## config.mk

```make
export PLATFORM = sky130hd
export DESIGN_NAME = coder_move_ctrl
export DESIGN_NICKNAME = d
export VERILOG_FILES = /design/src/rtl/coder_move_ctrl.sv
export SDC_FILE = /design/constraint.sdc
export NUM_CORES = 1
export LEC_CHECK = 0
export BUFFER_PORTS_ARGS = -buffer_cell sky130_fd_sc_hd__buf_2
export CAP_MARGIN = 20
export CORE_MARGIN = 2
export CORE_UTILIZATION = 30
export CTS_CLUSTER_SIZE = 30
export DETAILED_ROUTE_END_ITERATION = 10
export HOLD_SLACK_MARGIN = 0.12
export RECOVER_POWER = 100
export REMOVE_ABC_BUFFERS = 1
export SLEW_MARGIN = 20
export SYNTH_ARGS = -nofsm -noshare
export SYNTH_HDL_FRONTEND = slang
export SYNTH_SLANG_ARGS = --single-unit
```

## constraint.sdc

```tcl
create_clock -name clk -period 5.7 [get_ports clk]
set_input_delay 0.855 -clock clk [delete_from_list [all_inputs] [get_ports clk]]
set_output_delay 0.855 -clock clk [all_outputs]
set_load 0.005 [all_outputs]
```

## src/rtl/coder_move_ctrl.sv

```systemverilog
// Closed-loop move sequencer driving motor enable/dir/speed from target vs encoder count.
// Optional overall move timeout enabled by defining CODER_MOVE_TMO_EN.
module coder_move_ctrl #(
    parameter int          CLK_DIV     = 80,
    parameter logic [15:0] SLOW_WIN    = 16'd200,
    parameter logic [15:0] TOL         = 16'd2,
    parameter logic [15:0] SETTLE_US   = 16'd1000,
    parameter logic [15:0] STALL_US    = 16'd20000,
    parameter logic [15:0] MOVE_TMO_MS = 16'd5000
) (
    input  logic        clk,
    input  logic        rst,
    input  logic        start,
    input  logic        abort,
    input  logic [15:0] target,
    input  logic [15:0] pco,
    output logic        busy,
    output logic        done,
    output logic        fault,
    output logic [1:0]  fault_code,
    output logic        mot_en,
    output logic        mot_dir,
    output logic        mot_fast,
    output logic [15:0] pos_err
);

    localparam int PW = (CLK_DIV > 1) ? $clog2(CLK_DIV) : 1;

    typedef enum logic [2:0] {
        S_IDLE, S_EVAL, S_FAST, S_SLOW, S_SETTLE, S_DONE, S_FAULT
    } state_t;

    state_t             state, state_n;
    logic [PW-1:0]      presc;
    logic               tick;
    logic [15:0]        target_reg, pco_q, cnt, abs_err;
    logic signed [15:0] err;
    logic               err_pos, pos_q;
    logic [1:0]         code_q, code_n;
    logic               accept, driving, stall, tmo;

    assign tick    = (presc == PW'(CLK_DIV - 1));
    assign err     = signed'(target_reg - pco);
    assign err_pos = (err > 16'sd0);
    assign driving = (state == S_FAST) || (state == S_SLOW);
    assign busy    = driving || (state == S_EVAL) || (state == S_SETTLE);
    assign accept  = start && !busy;
    assign stall   = driving && (cnt >= STALL_US);

    // 0x8000 has no positive counterpart, so clamp it
    always_comb begin
        abs_err = err;
        if (err[15])
            abs_err = (err == 16'sh8000) ? 16'h7FFF : 16'(-err);
    end

    assign mot_en     = driving;
    assign mot_fast   = (state == S_FAST);
    assign mot_dir    = driving && err_pos;
    assign done       = (state == S_DONE);
    assign fault      = (state == S_FAULT);
    assign fault_code = code_q;

`ifdef CODER_MOVE_TMO_EN
    logic [9:0]  us_cnt;
    logic [15:0] ms_cnt;

    always_ff @(posedge clk) begin
        if (rst) begin
            us_cnt <= '0;
            ms_cnt <= '0;
        end else if (accept) begin
            us_cnt <= '0;
            ms_cnt <= '0;
        end else if (busy && tick) begin
            if (us_cnt == 10'd999) begin
                us_cnt <= '0;
                ms_cnt <= ms_cnt + 16'd1;
            end else begin
                us_cnt <= us_cnt + 10'd1;
            end
        end
    end

    assign tmo = busy && (ms_cnt >= MOVE_TMO_MS);
`else
    logic unused_tmo_cfg;
    assign unused_tmo_cfg = ^MOVE_TMO_MS;
    assign tmo = 1'b0;
`endif

    always_comb begin
        state_n = state;
        code_n  = 2'b00;
        unique case (state)
            S_IDLE:   if (start) state_n = S_EVAL;
            S_EVAL: begin
                if (abs_err > SLOW_WIN)  state_n = S_FAST;
                else if (abs_err > TOL)  state_n = S_SLOW;
                else                     state_n = S_SETTLE;
            end
            S_FAST: begin
                if (abs_err <= SLOW_WIN || err_pos != pos_q)
                    state_n = S_SLOW;
            end
            S_SLOW:   if (abs_err <= TOL) state_n = S_SETTLE;
            S_SETTLE: begin
                if (abs_err > TOL)           state_n = S_SLOW;
                else if (cnt >= SETTLE_US)   state_n = S_DONE;
            end
            S_DONE:   state_n = start ? S_EVAL : S_IDLE;
            S_FAULT:  if (start) state_n = S_EVAL;
            default:  state_n = S_IDLE;
        endcase
        if (busy) begin
            if (abort) begin
                state_n = S_FAULT;
                code_n  = 2'b10;
            end else if (tmo) begin
                state_n = S_FAULT;
                code_n  = 2'b11;
            end else if (stall) begin
                state_n = S_FAULT;
                code_n  = 2'b01;
            end
        end
    end

    always_ff @(posedge clk) begin
        if (rst) begin
            state      <= S_IDLE;
            presc      <= '0;
            target_reg <= '0;
            pco_q      <= '0;
            pos_q      <= 1'b0;
            pos_err    <= '0;
            code_q     <= 2'b00;
            cnt        <= '0;
        end else begin
            state   <= state_n;
            presc   <= tick ? '0 : presc + PW'(1);
            pco_q   <= pco;
            pos_q   <= err_pos;
            pos_err <= err;
            if (accept) begin
                target_reg <= target;
                code_q     <= 2'b00;
            end else if (state_n == S_FAULT && state != S_FAULT) begin
                code_q <= code_n;
            end
            // shared settle/stall counter; any state change restarts it
            if (state_n != state)
                cnt <= '0;
            else if (driving && pco != pco_q)
                cnt <= '0;
            else if (tick && (driving || state == S_SETTLE))
                cnt <= cnt + 16'd1;
        end
    end

endmodule

```

==> key figures <==
Timing
  – # setup viols final: 0
  – Fmax: 0.1991 GHz
  – Slew @ Worst Pin: 2.492 ns
  – Period utilization: 88.13%
  – Final worst path period need: 5.024 ns
  – WHS: around 0.44 ns
  – Setup TNS: 0 ns
  – Final Max Slew Viols: between 50 and 60
  – Setup WS post-layout: 0.6763 ns
  – Clock Skew: between 0.008 and 0.009 ns
  – Rel. slew slack: -66.12%
  – RSZ-0062 raised after global routing: false
  – Final Hold Fails: 0

Clocking
  – Root buffer cell: clkbuf_16
  – H-tree Lvls: 3
  – Post-cts gate resize count: 0
  – CTS tree: yes
  – CTS max path bufs: 2
  – CTS Hold Buffers Added: 0
  – Clk sinks: 77
  – Total CTS buffers: 9
  – Clock latency on the worst-skew pair: ~0.35 ns
  – Clk slew on worst S/H paths: 0.06 ns
  – Buffer count from post-CTS setup fixing: 0

Yosys
  – Synthesized area: about 4800 um2
  – EDFF count, synth: 0
  – Distinct cells, synth: 87
  – Mean Syn Cell Area: 8.300 um2
  – Main synth FF type: dfxtp_1
  – Post-synthesis sequential area ratio: 31.80%
  – Ys async rst share: 0%
  – Mux cell area share after synthesis: 0.9551%
  – Post-Synth Adder-Cell Area: 5.576%
  – Compound-Gate Fraction of Synth Area: 20.50%
  – #FFs+latches synth: 77
  – Largest family of logic cells by synthesized area: simple AND/OR/NAND/NOR gates
  – Yosys warnings: 0
  – Synth Instances: 584
  – XOR/XNOR Fraction of Synth Area: 9.732%
  – Simple-Gate Fraction of Synth Area: 26.92%

Run
  – Number of max-cap violations: 1

Routing
  – Final WL: 11.87 mm
  – DR vias: approximately 4200
  – DRT antenna net count: 0
  – DR DRC count: 0
  – Routed vias/inst: 4.946
  – Initial DRT Pass Iterations: 4
  – Number of DRC markers in iteration 0: 246
  – WL/cell: 13.83 um

Min path
  – Hold path depth: 1
  – WHS Endpoint: presc[0]
  – Type of the worst min-delay path: register to register
  – HP Start: presc[0]

Power
  – Logic pwr share: 48.9%
  – Sequential power share: 27.9%
  – Internal power component: approximately 1.4 mW
  – Power Total: 2.448 mW
  – VDD IR-drop max: 0.0001573 V
  – Switching power share of the total: 42.62%
  – P_sw: 1.043 mW
  – Clock network power share: a little under a quarter
  – Power density over the cells: between 400 and 500 nW/um2
  – Leak Pwr: roughly 2.2 nW

Cells and area
  – Commonest cells after routing, fill and taps aside: 77 x dfxtp_1, 63 x nand2_1, 63 x nor2_1
  – Sequential cell area: 1541 um2
  – Final #Nets: 695
  – Multi-input gate area: 3040 um2
  – Synth-to-layout area growth: 14.58%
  – Number of inserted diodes: 0
  – Commonest non-fill, non-tap cell in the layout: dfxtp_1
  – Layout cells sized above 1: 15.42%
  – Filler cells: 1699

Floorplanning
  – Die ar.: approximately 17000 um2
  – Number of core rows: 46
  – Die Y: 131.1 um
  – Core footprint: 15830 um2
  – Initial Util: 30.62%
  – I/O pin count: 60
  – Die width: between 100 and 150 um

Placed design
  – Port Buffer Count: 59
  – Gpl congestion: 0.8401
  – Dpl ws: 0.5639 ns
  – DP HPWL: 8.893 mm

Global route
  – Vias in the first global route: 4011
  – Largest net degree at the start of global routing: 59
  – Overflow after GRT: 0
  – GRT Total Usage: 14.49%
  – Antenna violations before repair: 0
  – Global-route wire length before repair: 20.43 mm

Setup path
  – Crit. Startpoint: pco[10]
  – Crit. End Element: register
  – CP Launch Type: input pin
  – Critical Path, Cell by Cell: clkbuf_1 -> inv_1 -> ha_1 -> a21oi_1 -> a21bo_1 -> a221o_1 -> a21oi_1 -> xor2_1 -> or4_1 -> o211a_2 -> a2111oi_4 -> o211ai_4 -> mux2_4 -> a22oi_4 -> nor3_1
  – Cells on worst reg2reg path: 14
  – Critical path peak fanout: 16
  – CP most frequent cell: a21oi_1
  – R2R Path End: cnt[9]
  – Critical path arrival: ~5.2 ns
  – Worst reg2reg startpoint: target_reg[0]
  – WS Path Type: input pin to register
  – R2r setup slk: between 0.9 and 1 ns
  – Worst EP required: ~6 ns
  – Largest stage delay on the critical path: about 0.6 ns
  – CP max stage cell: or4_1

Run status
  – Failing checks: max-capacitance violations, max-slew violations
  – Status: finished with violations
==> power by group through the flow <==
stage	registers (mW)	logic, mW	clock network (mW)
global route	0.696	1.34	0.609
finish	0.684	1.20	0.566
global placement	0.696	1.21	0
detailed placement	0.695	1.21	0
CTS	0.683	1.22	0.580
floorplan	0.683	0.868	0
==> worst max-delay path, delay by kind of cell <==
kind | cells | cell delay (ns)
AOI/OAI and AO/OA | 8 | 2.36
and+or+nand+nor | 2 | 0.73
muxes | 1 | 0.35
buffers and inverters | 2 | 0.18
xor gates and xnor gates | 1 | 0.37
adders and majority gates | 1 | 0.38
==> how the worst max path moves through the flow <==
stage                     endpoint  cells past startpoint
after floorplan             cnt[0]                     14
after global placement      cnt[5]                     15
after detailed placement    cnt[0]                     15
after CTS                   cnt[0]                     15
after global routing        cnt[9]                     15
final                       cnt[9]                     15
==> per-layer routing <==
layer / routed length (um) / global-route usage (%) / vias to the layer above
met2: 5016 / 21.61 / 80
met4: 236 / 5.616 / 0
met3: 479 / 2.971 / 14
li1: - / - / 2197
met5: 0 / 0 / -
met1: 6137 / 20.48 / 1953
==> per-stage QoR <==
step                instance area (um2)  instances  util, %
CTS                                5625        858    35.54
global route                       5554        858    35.09
detailed placement                 5336        843    33.72
global placement                   5336        843    33.72
floorplan                          4726        562        -
finish                             5554        858    35.09
==> cells by family (layout without fill, tap and decap cells) <==
kind of cell             Yosys count  after routing
XOR/XNOR                          53             53
multiplexers                       4              4
AND/OR/NAND/NOR                  252            252
adder cells (fa/ha/maj)           21             21
buffers and inverters             48            106
flip-flops                        77             77
AO/OA/AOI/OAI                    129            129
==> synth_stat cells (3+ instances only) <==
master     number  area [um2]
dfxtp_1        77        1541
nand2_1        63       236.5
nor2_1         63       236.5
a21oi_1        34       170.2
xor2_1         34       297.8
inv_1          26       97.59
nor3_1         21       105.1
ha_1           20       250.2
o21ai_0        19       95.09
xnor2_1        18       157.7
a21o_1         12       90.09
nand3_1        12       60.06
and3_1         10       62.56
clkbuf_1       10       37.54
nand4_1        10       62.56
nor3_2         10       100.1
nor4_1         10       62.56
and2_1          6       37.54
nor2b_1         6       37.54
or3_1           6       37.54
a31oi_1         5       31.28
buf_4           5       37.54
nor3b_1         5       37.54
o211ai_1        5       37.54
a2111oi_0       4       35.03
buf_2           4       20.02
nand2b_1        4       25.02
or2_2           4       25.02
a211oi_1        3       22.52
nand3b_1        3       22.52
o21a_1          3       22.52
==> area by class of cell <==
type / count / share of cell area, %
sequential: 77 / 27.75
clock inverter: 6 / 1.149
clock buffer: 9 / 4.055
timing repair buffer: 65 / 5.677
tap: 216 / 4.866
multi-input combinational: 459 / 54.74
inverter: 26 / 1.757
(Power assumes the default switching activity.)
